## src/rtl/spi_ctrl_param.sv

```systemverilog
// spi_ctrl_param: parametrised SPI master (mode 0) for an external SPI memory.
// A frame is: opcode bit (wr), address LSB first, then write data LSB first
// or TURN idle sclk periods followed by DATA_W read bits from miso.
// Every bit lasts 2*CLK_DIV clk cycles: sclk low for CLK_DIV, high for CLK_DIV.
// Optional macro SPI_PARITY_EN appends one odd-parity bit to both frame types.
// Ports:
//   clk_i, rst_ni      clock, asynchronous active-low reset
//   req_i, wr_i        transfer request (sampled while idle), 1=write 0=read
//   addr_i, din_i      address / write data, latched with req_i
//   busy_o, done_o     busy from accept through done; one-cycle done pulse
//   err_o              one-cycle pulse with done_o on a failed transfer
//   dout_o             last successful read data
//   cs_o, sclk_o       chip select (active low), serial clock (idles low)
//   mosi_o, miso_i     serial data out / in
module spi_ctrl_param #(
  parameter int DATA_W  = 8,
  parameter int ADDR_W  = 8,
  parameter int DEPTH   = 32,
  parameter int CLK_DIV = 2,
  parameter int TURN    = 1
) (
  input  logic              clk_i,
  input  logic              rst_ni,
  input  logic              req_i,
  input  logic              wr_i,
  input  logic [ADDR_W-1:0] addr_i,
  input  logic [DATA_W-1:0] din_i,
  output logic              busy_o,
  output logic              done_o,
  output logic              err_o,
  output logic [DATA_W-1:0] dout_o,
  output logic              cs_o,
  output logic              sclk_o,
  output logic              mosi_o,
  input  logic              miso_i
);
`ifdef SPI_PARITY_EN
  localparam int PAR = 1;
`else
  localparam int PAR = 0;
`endif
  localparam int B_WR  = 1 + ADDR_W + DATA_W + PAR;
  localparam int B_RD  = 1 + ADDR_W + TURN + DATA_W + PAR;
  localparam int B_MAX = (B_WR > B_RD) ? B_WR : B_RD;
  localparam int BW    = $clog2(B_MAX + 1);
  localparam int PW    = $clog2(2 * CLK_DIV);
  localparam int SRW   = B_WR;
  localparam int RXW   = DATA_W + PAR;

  localparam logic [BW-1:0] LAST_WR  = BW'(B_WR - 1);
  localparam logic [BW-1:0] LAST_RD  = BW'(B_RD - 1);
  localparam logic [BW-1:0] RD_TURN0 = BW'(1 + ADDR_W);
  localparam logic [BW-1:0] RD_DATA0 = BW'(1 + ADDR_W + TURN);
  localparam logic [PW-1:0] PH_HALF  = PW'(CLK_DIV - 1);
  localparam logic [PW-1:0] PH_END   = PW'(2 * CLK_DIV - 1);

  typedef enum logic [2:0] {
    IDLE, CHECK, SHIFT, TURNA, RDSHIFT, HOLD, DONE, ERROR
  } state_e;

  state_e              state_q, shift_st_d;
  logic                wr_q;
  logic [ADDR_W-1:0]   addr_q;
  logic [DATA_W-1:0]   din_q, dout_q;
  logic [SRW-1:0]      sr_q, frame_d;
  logic [RXW-1:0]      rx_q, rx_d;
  logic [PW-1:0]       ph_q;
  logic [BW-1:0]       bit_q, bit_d;
  logic                busy_q, done_q, err_q, cs_q, sclk_q, mosi_q;
  logic                rd_ok_d;
  logic [31:0]         addr_ext;

  assign addr_ext = 32'(addr_q);

  // Whole outgoing frame, LSB = first bit on the wire. For reads everything
  // past the address is zero, so mosi idles low through turnaround and data.
  always_comb begin
    frame_d            = '0;
    frame_d[0]         = wr_q;
    frame_d[ADDR_W:1]  = addr_q;
    if (wr_q) frame_d[ADDR_W+DATA_W:ADDR_W+1] = din_q;
`ifdef SPI_PARITY_EN
    if (wr_q) frame_d[SRW-1] = ~^{addr_q, din_q};
`endif
  end

  // Read data arrives LSB first: shift in at the top, shift down.
  always_comb begin
    rx_d          = rx_q >> 1;
    rx_d[RXW-1]   = miso_i;
  end

  // State for the bit about to start, chosen by its index in the frame.
  always_comb begin
    bit_d = bit_q + BW'(1);
    if (wr_q || bit_d < RD_TURN0) shift_st_d = SHIFT;
    else if (bit_d < RD_DATA0)    shift_st_d = TURNA;
    else                          shift_st_d = RDSHIFT;
  end

  // Read parity is odd over {addr, data, parity bit}.
`ifdef SPI_PARITY_EN
  assign rd_ok_d = ^{addr_q, rx_q};
`else
  assign rd_ok_d = 1'b1;
`endif

  always_ff @(posedge clk_i or negedge rst_ni) begin
    if (!rst_ni) begin
      state_q <= IDLE;
      wr_q    <= 1'b0;
      addr_q  <= '0;
      din_q   <= '0;
      dout_q  <= '0;
      sr_q    <= '0;
      rx_q    <= '0;
      ph_q    <= '0;
      bit_q   <= '0;
      busy_q  <= 1'b0;
      done_q  <= 1'b0;
      err_q   <= 1'b0;
      cs_q    <= 1'b1;
      sclk_q  <= 1'b0;
      mosi_q  <= 1'b0;
    end else begin
      unique case (state_q)
        IDLE: if (req_i) begin
          wr_q    <= wr_i;
          addr_q  <= addr_i;
          din_q   <= din_i;
          busy_q  <= 1'b1;
          state_q <= CHECK;
        end
        CHECK: begin
          ph_q  <= '0;
          bit_q <= '0;
          if (addr_ext >= 32'(DEPTH)) begin
            state_q <= ERROR;
          end else begin
            state_q <= SHIFT;
            cs_q    <= 1'b0;
            sclk_q  <= 1'b0;
            mosi_q  <= frame_d[0];
            sr_q    <= frame_d >> 1;
          end
        end
        SHIFT, TURNA, RDSHIFT: begin
          ph_q <= ph_q + PW'(1);
          if (ph_q == PH_HALF) begin
            sclk_q <= 1'b1;
            if (state_q == RDSHIFT) rx_q <= rx_d;
          end
          if (ph_q == PH_END) begin
            ph_q   <= '0;
            sclk_q <= 1'b0;
            if (bit_q == (wr_q ? LAST_WR : LAST_RD)) begin
              state_q <= HOLD;
              cs_q    <= 1'b1;
              mosi_q  <= 1'b0;
            end else begin
              bit_q   <= bit_d;
              mosi_q  <= sr_q[0];
              sr_q    <= sr_q >> 1;
              state_q <= shift_st_d;
            end
          end
        end
        HOLD: begin
          ph_q <= ph_q + PW'(1);
          if (ph_q == PH_HALF) begin
            ph_q    <= '0;
            state_q <= DONE;
            done_q  <= 1'b1;
            if (!wr_q) begin
              if (rd_ok_d) dout_q <= rx_q[DATA_W-1:0];
              else         err_q  <= 1'b1;
            end
          end
        end
        ERROR: begin
          done_q  <= 1'b1;
          err_q   <= 1'b1;
          state_q <= DONE;
        end
        DONE: begin
          done_q  <= 1'b0;
          err_q   <= 1'b0;
          busy_q  <= 1'b0;
          state_q <= IDLE;
        end
        default: state_q <= IDLE;
      endcase
    end
  end

  assign busy_o = busy_q;
  assign done_o = done_q;
  assign err_o  = err_q;
  assign dout_o = dout_q;
  assign cs_o   = cs_q;
  assign sclk_o = sclk_q;
  assign mosi_o = mosi_q;

endmodule
```

## config.mk

```make
export PLATFORM = sky130hd
export DESIGN_NAME = spi_ctrl_param
export DESIGN_NICKNAME = d
export VERILOG_FILES = /design/src/rtl/spi_ctrl_param.sv
export SDC_FILE = /design/constraint.sdc
export NUM_CORES = 1
export LEC_CHECK = 0
export ABC_AREA = 1
export CELL_PAD_IN_SITES_DETAIL_PLACEMENT = 1
export CELL_PAD_IN_SITES_GLOBAL_PLACEMENT = 2
export CORE_UTILIZATION = 34
export DETAILED_ROUTE_END_ITERATION = 10
export HOLD_SLACK_MARGIN = 0.15
export PLACE_DENSITY = 0.81
export SLEW_MARGIN = 10
export SYNTH_ARGS = -nofsm -noshare
export SYNTH_HDL_FRONTEND = slang
export SYNTH_SLANG_ARGS = --single-unit
```

## constraint.sdc

```tcl
create_clock -name clk_i -period 1.7 [get_ports clk_i]
set_input_delay 0.34 -clock clk_i [delete_from_list [all_inputs] [get_ports clk_i]]
set_output_delay 0.34 -clock clk_i [all_outputs]
set_load 0.05 [all_outputs]
```

==> metrics.txt, run 1 <==
wire length of the first global-routing pass=11.73 mm; CP Launch Type=flop; ys flop type=dfrtp_1; status=complete, no violations; Routed Antenna Nets=0; fin crit share=92.22%; GPL Wtd Cong=0.7728; Fin Clk Skew=7.682 ps; arrival time at the worst endpoint=1840 ps; CTS root buf=clkbuf_8; Worst-Margin Slew=344.4 ps; # setup viols final=0; fin. max-slew vios=0; placed instance area=3511 sq um; Post-synth EDFFs=0; reg2reg start=state_q[2]$_DFFE_PN0P_; Core Region=8382 sq um; Synth top area share=53.51%; Mapped Area=2993 sq um; htree depth=3; FFs w/ async S/R, synth=100.0%; post-synthesis sequential area ratio=54.39%; Die W=95.82 microns; highest clock rate=0.6378 GHz; Clock transition at path regs=70 ps; Cell Pwr Density=1868 nW/um^2; final hold vios=0; RSZ-0062 raised after global routing=no; Worst Setup EP=sr_q[9]$_DFFE_PN0P_; Pwr Total=6.929 mW; top-level I/O count=35; P_leak=1.802 nW; Mapped Nets=352; R2R cell count=8; antenna diode count=0; layout overhead on the synthesized area=23.91%; antenna violations before repair=0; fin area=3709 sq um; Ys Warns=0; Initial Util=35.71%; gr ovfl total=0; Initial DRT Pass Iterations=4; min Tclk post-route=1568 ps; Post-route DRC=0; GRT Total Usage=16.94%; CTS Buf Count=9; #FFs+latches synth=65; post-DR vias/cell=4.809; Fill cells=981; Rows=33; Synth area leader=dfrtp_1; Hold Crit Depth=2; launch point of the worst path=state_q[2]$_DFFE_PN0P_; total number of vias=2342; FF-to-FF End=sr_q[9]$_DFFE_PN0P_; Setup Total Neg Slack=0 ps; reg2reg setup slack=130 ps; DR iter-0 viols=85; number of setup buffers added after CTS=0; Max Cap Viol=0; hpwl dp=4.621 mm; synth top area cells=dfrtp_1 (54%), nand2_1 (9.0%), inv_1 (4.8%), mux2_2 (3.4%), o21ai_0 (3.3%); Setup crit end kind=flop; Die Y=95.82 microns; largest net degree at the start of global routing=66; TritonCTS Sinks=65; share of layout cells above drive strength 1=19.11%; syn_area_per_cell=9.153 sq um; CTS tree=built; Slew headroom=77.04%; final WL=6.568 mm; Req. time, crit path=1970 ps; drt wl/cell=13.49 microns; I/O Buffers=34; WS Path Type=reg -> reg; Final #Nets=403; Synth cell types=32; die area=9181 sq um; crit-path max FO=32; worst skew pair latency=340 ps; vias in the first global route=2441; peak supply drop=0.6738 mV; synthesized netlist cell count=327; CTS Buffer Depth=2; Hold Crit Class=reg -> reg
[through the flow]
step / std cells / setup slack (ps) / hold WS (ps) / utilization [%]
6_report: 487 / 132.2 / 484.2 / 44.25
5_1_grt: 487 / 2.258 / 511.9 / 44.25
4_1_cts: 487 / 73.11 / 490.1 / 44.17
3_5_place_dp: 471 / 58.09 / 386.1 / 41.89
2_1_floorplan: 327 / 198.6 / 44.41 / -
3_3_place_gp: 471 / 72.91 / 386.8 / 41.89
[synthesized netlist by cell type, types with 3 or more instances]
master,instances
clkbuf_1,3
nand2_1,72
a21oi_2,4
o21ai_0,20
buf_2,3
dfrtp_1,64
nand3_1,14
nor2_1,25
o21ai_1,13
mux2_2,9
o22ai_1,6
nor2_2,3
ha_1,4
buf_4,3
inv_1,38
nand2_2,4
mux2i_1,7
a21oi_1,16
[routing by layer]
layer	global-route usage [%]	wire length (microns)
met1	22.29	3237
met5	0	0
met3	2.844	183
met4	8.209	144
met2	27.08	3003
[critical path, stage by stage, from the launching register on]
cell,delay (ps)
dfrtp_2,470
nand2_1,160
nand3_4,140
nor2_1,170
inv_2,100
nand3_4,90
buf_12,190
nor2_1,60
a21oi_1,110
[how the worst min path moves through the flow]
stage                            end                start
2_1_floorplan  addr_q[0]$_DFFE_PN0P_               rst_ni
3_3_place_gp     sr_q[4]$_DFFE_PN0P_               rst_ni
3_5_place_dp     sr_q[5]$_DFFE_PN0P_               rst_ni
4_1_cts          rx_q[2]$_DFFE_PN0P_  rx_q[2]$_DFFE_PN0P_
5_1_grt          rx_q[3]$_DFFE_PN0P_  rx_q[3]$_DFFE_PN0P_
6_report         rx_q[3]$_DFFE_PN0P_  rx_q[3]$_DFFE_PN0P_
[state kept, by name (all words and copies together) (netlist names)]
register  cells
addr_q        8
bit_q         5
busy_o        1
cs_o          1
din_q         8
done_o        1
dout_o        8
err_o         1
mosi_o        1
ph_q          2
rx_q          8
sclk_o        1
sr_q         16
state_q       3
wr_q          1
[power breakdown]
group | switching, mW | internal, mW | total [mW] | leakage [nW]
clock | 0.597 | 0.640 | 1.24 | 0.0915
combinational | 1.96 | 1.26 | 3.23 | 0.907
sequential | 0.340 | 2.12 | 2.46 | 0.804
total | 2.90 | 4.03 | 6.93 | 1.80
[cell usage in the layout (no fill, tap or decap), drive strengths merged]
master,n
nand2,76
dfrtp,64
inv,41
o21ai,33
buf,31
nor2,29
a21oi,20
clkdlybuf4s50,19
nand3,16
clkbuf,13
mux2,9
mux2i,7
o22ai,6
ha,4
nand4,2
o21a,2
nand3b,1
nor3,1
xor2,1
a21boi,1
o211ai,1
a32o,1
clkinvlp,1
clkinv,1
dfstp,1
dlygate4sd3,1
[layout make-up]
class	count	area (sq um)	area share [%]
timing repair buffer	51	467.9	12.62
clock buffer	13	168.9	4.555
sequential	65	1629	43.93
clock inverter	2	12.51	0.3374
multi-input combinational	210	1142	30.80
tap	105	131.4	3.543
inverter	41	156.4	4.217
[repair_timing]
action	in CTS	in global routing
setup endpoints to repair	0	20
hold buffers	1	0
hold endpoints to repair	64	0
gates resized for setup	0	2
[cell families (layout without fill, tap and decap cells)]
logic type	Yosys count	in the layout	share of synthesized area, %
simple gates	125	125	18.35
flops	65	65	54.39
compound gates	64	64	11.96
buf+inv	52	107	7.609
mux	16	16	5.728
fa+ha+maj	4	4	1.672
xor+xnor	1	1	0.2927
Power figures use the tool's default switching activity.
==> inputs of run 2 (changes only) <==
Settings changed: SKIP_LAST_GASP set to 1.
==> results of run 2 <==
Final layout, timing and power as in run 1 (identical DEF).
==> inputs of run 3 (changes only) <==
Settings changed: MAX_ROUTING_LAYER set to met4.
==> run 3 against run 2 <==
  * Power about the same
  * Clock skew barely moved
  * Worst hold slack improved by 1.7 ps
  * Non-clock buffer count stayed put
  * Worst setup slack got worse by 1.6 ps
  * Combinational power is essentially flat
  * Wire length grew 0.46%
  * Register-to-register slack about the same
  * Sequential power about the same
  * Critical path depth unchanged
  * Utilization stayed put
  * Sequential share of layout area did not move
==> metrics.txt, run 3 (synthesized netlist as in run 1, its figures left out) <==
status=complete, no violations; switching power=2.902 mW (about the same); Worst-Margin Slew=348.6 ps (+4.127 ps); worst path buffer plus inverter count=2 (unchanged); Setup Total Neg Slack=0 ps (unchanged); CP Depth=8 (unchanged); clock share of power=17.8% (about the same); TritonCTS Sinks=65 (unchanged); Req. time, crit path=1970 ps (about the same); fin crit share=92.32% (+0.095 points); htree depth=3 (unchanged); reg2reg start=state_q[2]$_DFFE_PN0P_; P_leak=1.802 nW (unchanged); drt wl/cell=13.55 microns (+0.46%); launch point of the worst path=state_q[2]$_DFFE_PN0P_; GRT Total Usage=17.39% (+0.44 points); WS Path Type=reg -> reg; crit-path max FO=32 (unchanged); layout overhead on the synthesized area=23.91% (unchanged); antenna diode count=0 (unchanged); Hold Crit Depth=2 (unchanged); Worst path slowest cell=dfrtp_2; worst skew pair latency=340 ps (about the same); largest net degree at the start of global routing=66 (unchanged); Routed Antenna Nets=0 (unchanged); Post-route DRC=0 (unchanged); Initial DRT Pass Iterations=4 (unchanged); CP Cell Sequence=nand2_1 -> nand3_4 -> nor2_1 -> inv_2 -> nand3_4 -> buf_12 -> nor2_1 -> a21oi_1; highest clock rate=0.6372 GHz (-0.10%); Core Util, Final=44.25% (unchanged); RSZ-0062 raised after global routing=no; CTS root buf=clkbuf_8; arrival time at the worst endpoint=1840 ps (about the same); Hold Crit Start=rx_q[2]$_DFFE_PN0P_; pre-CTS setup slack=58.09 ps (unchanged); Reg area=1629 sq um (unchanged); commonest non-fill, non-tap cell in the layout=nand2_1; CP delay by family, top=simple AND/OR/NAND/NOR gates; post-DR vias/cell=4.780 (-0.60%); I/O Buffers=34 (unchanged); Net Sw Frac=41.88% (about the same); final hold vios=0 (unchanged); final instance count without filler cells=487 (unchanged); CTS Buffer Depth=2 (unchanged); largest reg by FF count=sr_q; share of layout cells above drive strength 1=19.11% (unchanged); Cell Pwr Density=1869 nW/um^2 (about the same); CTS tree=built; gr ovfl total=0 (unchanged); CTS Buf Count=9 (unchanged); Fill cells=981 (unchanged); final WL=6.598 mm (+0.46%); total number of vias=2328 (-0.60%); Int Pwr=4.028 mW (about the same); Max Cap Viol=0 (unchanged); Hold Crit Class=reg -> reg; multi-input logic area=1142 sq um (unchanged); Die W=95.82 microns (unchanged); CP Launch Type=flop; top-level I/O count=35 (unchanged); Max stage delay on crit path=470 ps (about the same); hpwl dp=4.621 mm (unchanged); Final #Nets=403 (unchanged); Rows=33 (unchanged); Core Region=8382 sq um (unchanged); fin. max-slew vios=0 (unchanged); WHS=485.9 ps (+1.661 ps); Initial Util=35.71% (unchanged); Clock transition at path regs=70 ps (about the same); min Tclk post-route=1569 ps (+1.609 ps); Setup crit end kind=flop; sequential power share=35.6% (about the same); die area=9181 sq um (unchanged); # setup viols final=0 (unchanged); Die Y=95.82 microns (unchanged); wire length of the first global-routing pass=11.67 mm (-0.48%); GPL Wtd Cong=0.7833 (+1.4%); DR iter-0 viols=92 (+8.2%); R2R cell count=8 (unchanged); Fin Clk Skew=7.692 ps (+0.01005 ps); Setup WS post-layout=130.6 ps (-1.609 ps); placed instance count=471 (unchanged); vias in the first global route=2436 (-0.20%); commonest cells after routing, fill and taps aside=nand2_1 (72), dfrtp_1 (63), inv_1 (38), buf_4 (27), nor2_1 (25); Slew headroom=76.76% (-0.28 points); max FFs per register=16 (unchanged); Comb pwr share=46.6% (about the same); peak supply drop=0.6726 mV (-0.18%); antenna violations before repair=0 (unchanged)
run 3: cell counts in the layout (fill, tap and decap cells not counted):
No cell type changed its count.
run 3: what timing repair did:
item,4_1_cts,5_1_grt
setup endpoints to repair,0,20
hold buffers,1,0
resized for setup,0,2
endpoints found under the hold margin,64,0
buffers inserted,0,0
run 3: final cells by class:
type | instances | share of cell area (%)
tap | 105 | 3.543
clock buffer | 13 | 4.555
clock inverter | 2 | 0.3374
timing repair buffer | 51 | 12.62
multi-input combinational | 210 | 30.80
sequential | 65 | 43.93
inverter | 41 | 4.217
run 3: power by group through the flow:
stage          registers [mW]  logic (mW)  clock network, mW
5_1_grt                  2.54        3.66               1.34
3_5_place_dp             2.49        3.26                  0
2_1_floorplan            2.60        2.22                  0
4_1_cts                  2.47        3.28               1.28
3_3_place_gp             2.48        3.18                  0
6_report                 2.47        3.23               1.24
run 3: metrics by stage:
step	power, mW	instance area (sq um)
finish	6.930	3709
global route	7.543	3709
CTS	7.031	3702
detailed placement	5.755	3511
global placement	5.657	3511
floorplan	4.818	2993
run 3: per-layer routing:
metal	vias up	GRT usage (%)	part of all wire, %
li1	1156	-	-
met1	1126	22.09	50
met2	37	27.08	46
met3	9	3.397	2.7
met4	0	7.463	1.6
met5	-	-	0
run 3: final timing paths:
path,endpoint,slack (ps)
min in group asynchronous,sr_q[5]$_DFFE_PN0P_,540
max in group asynchronous,cs_o$_DFFE_PN1P_,840
hold reg to reg,rx_q[2]$_DFFE_PN0P_,490
setup / recovery,sr_q[9]$_DFFE_PN0P_,130
hold / removal,rx_q[2]$_DFFE_PN0P_,490
setup reg to reg,sr_q[9]$_DFFE_PN0P_,130
run 3: worst reg2reg max path, stage by stage, from the launching register on:
cell	delay, ps
dfrtp_2	470
nand2_1	160
nand3_4	140
nor2_1	170
inv_2	100
nand3_4	90
buf_12	190
nor2_1	60
a21oi_1	110
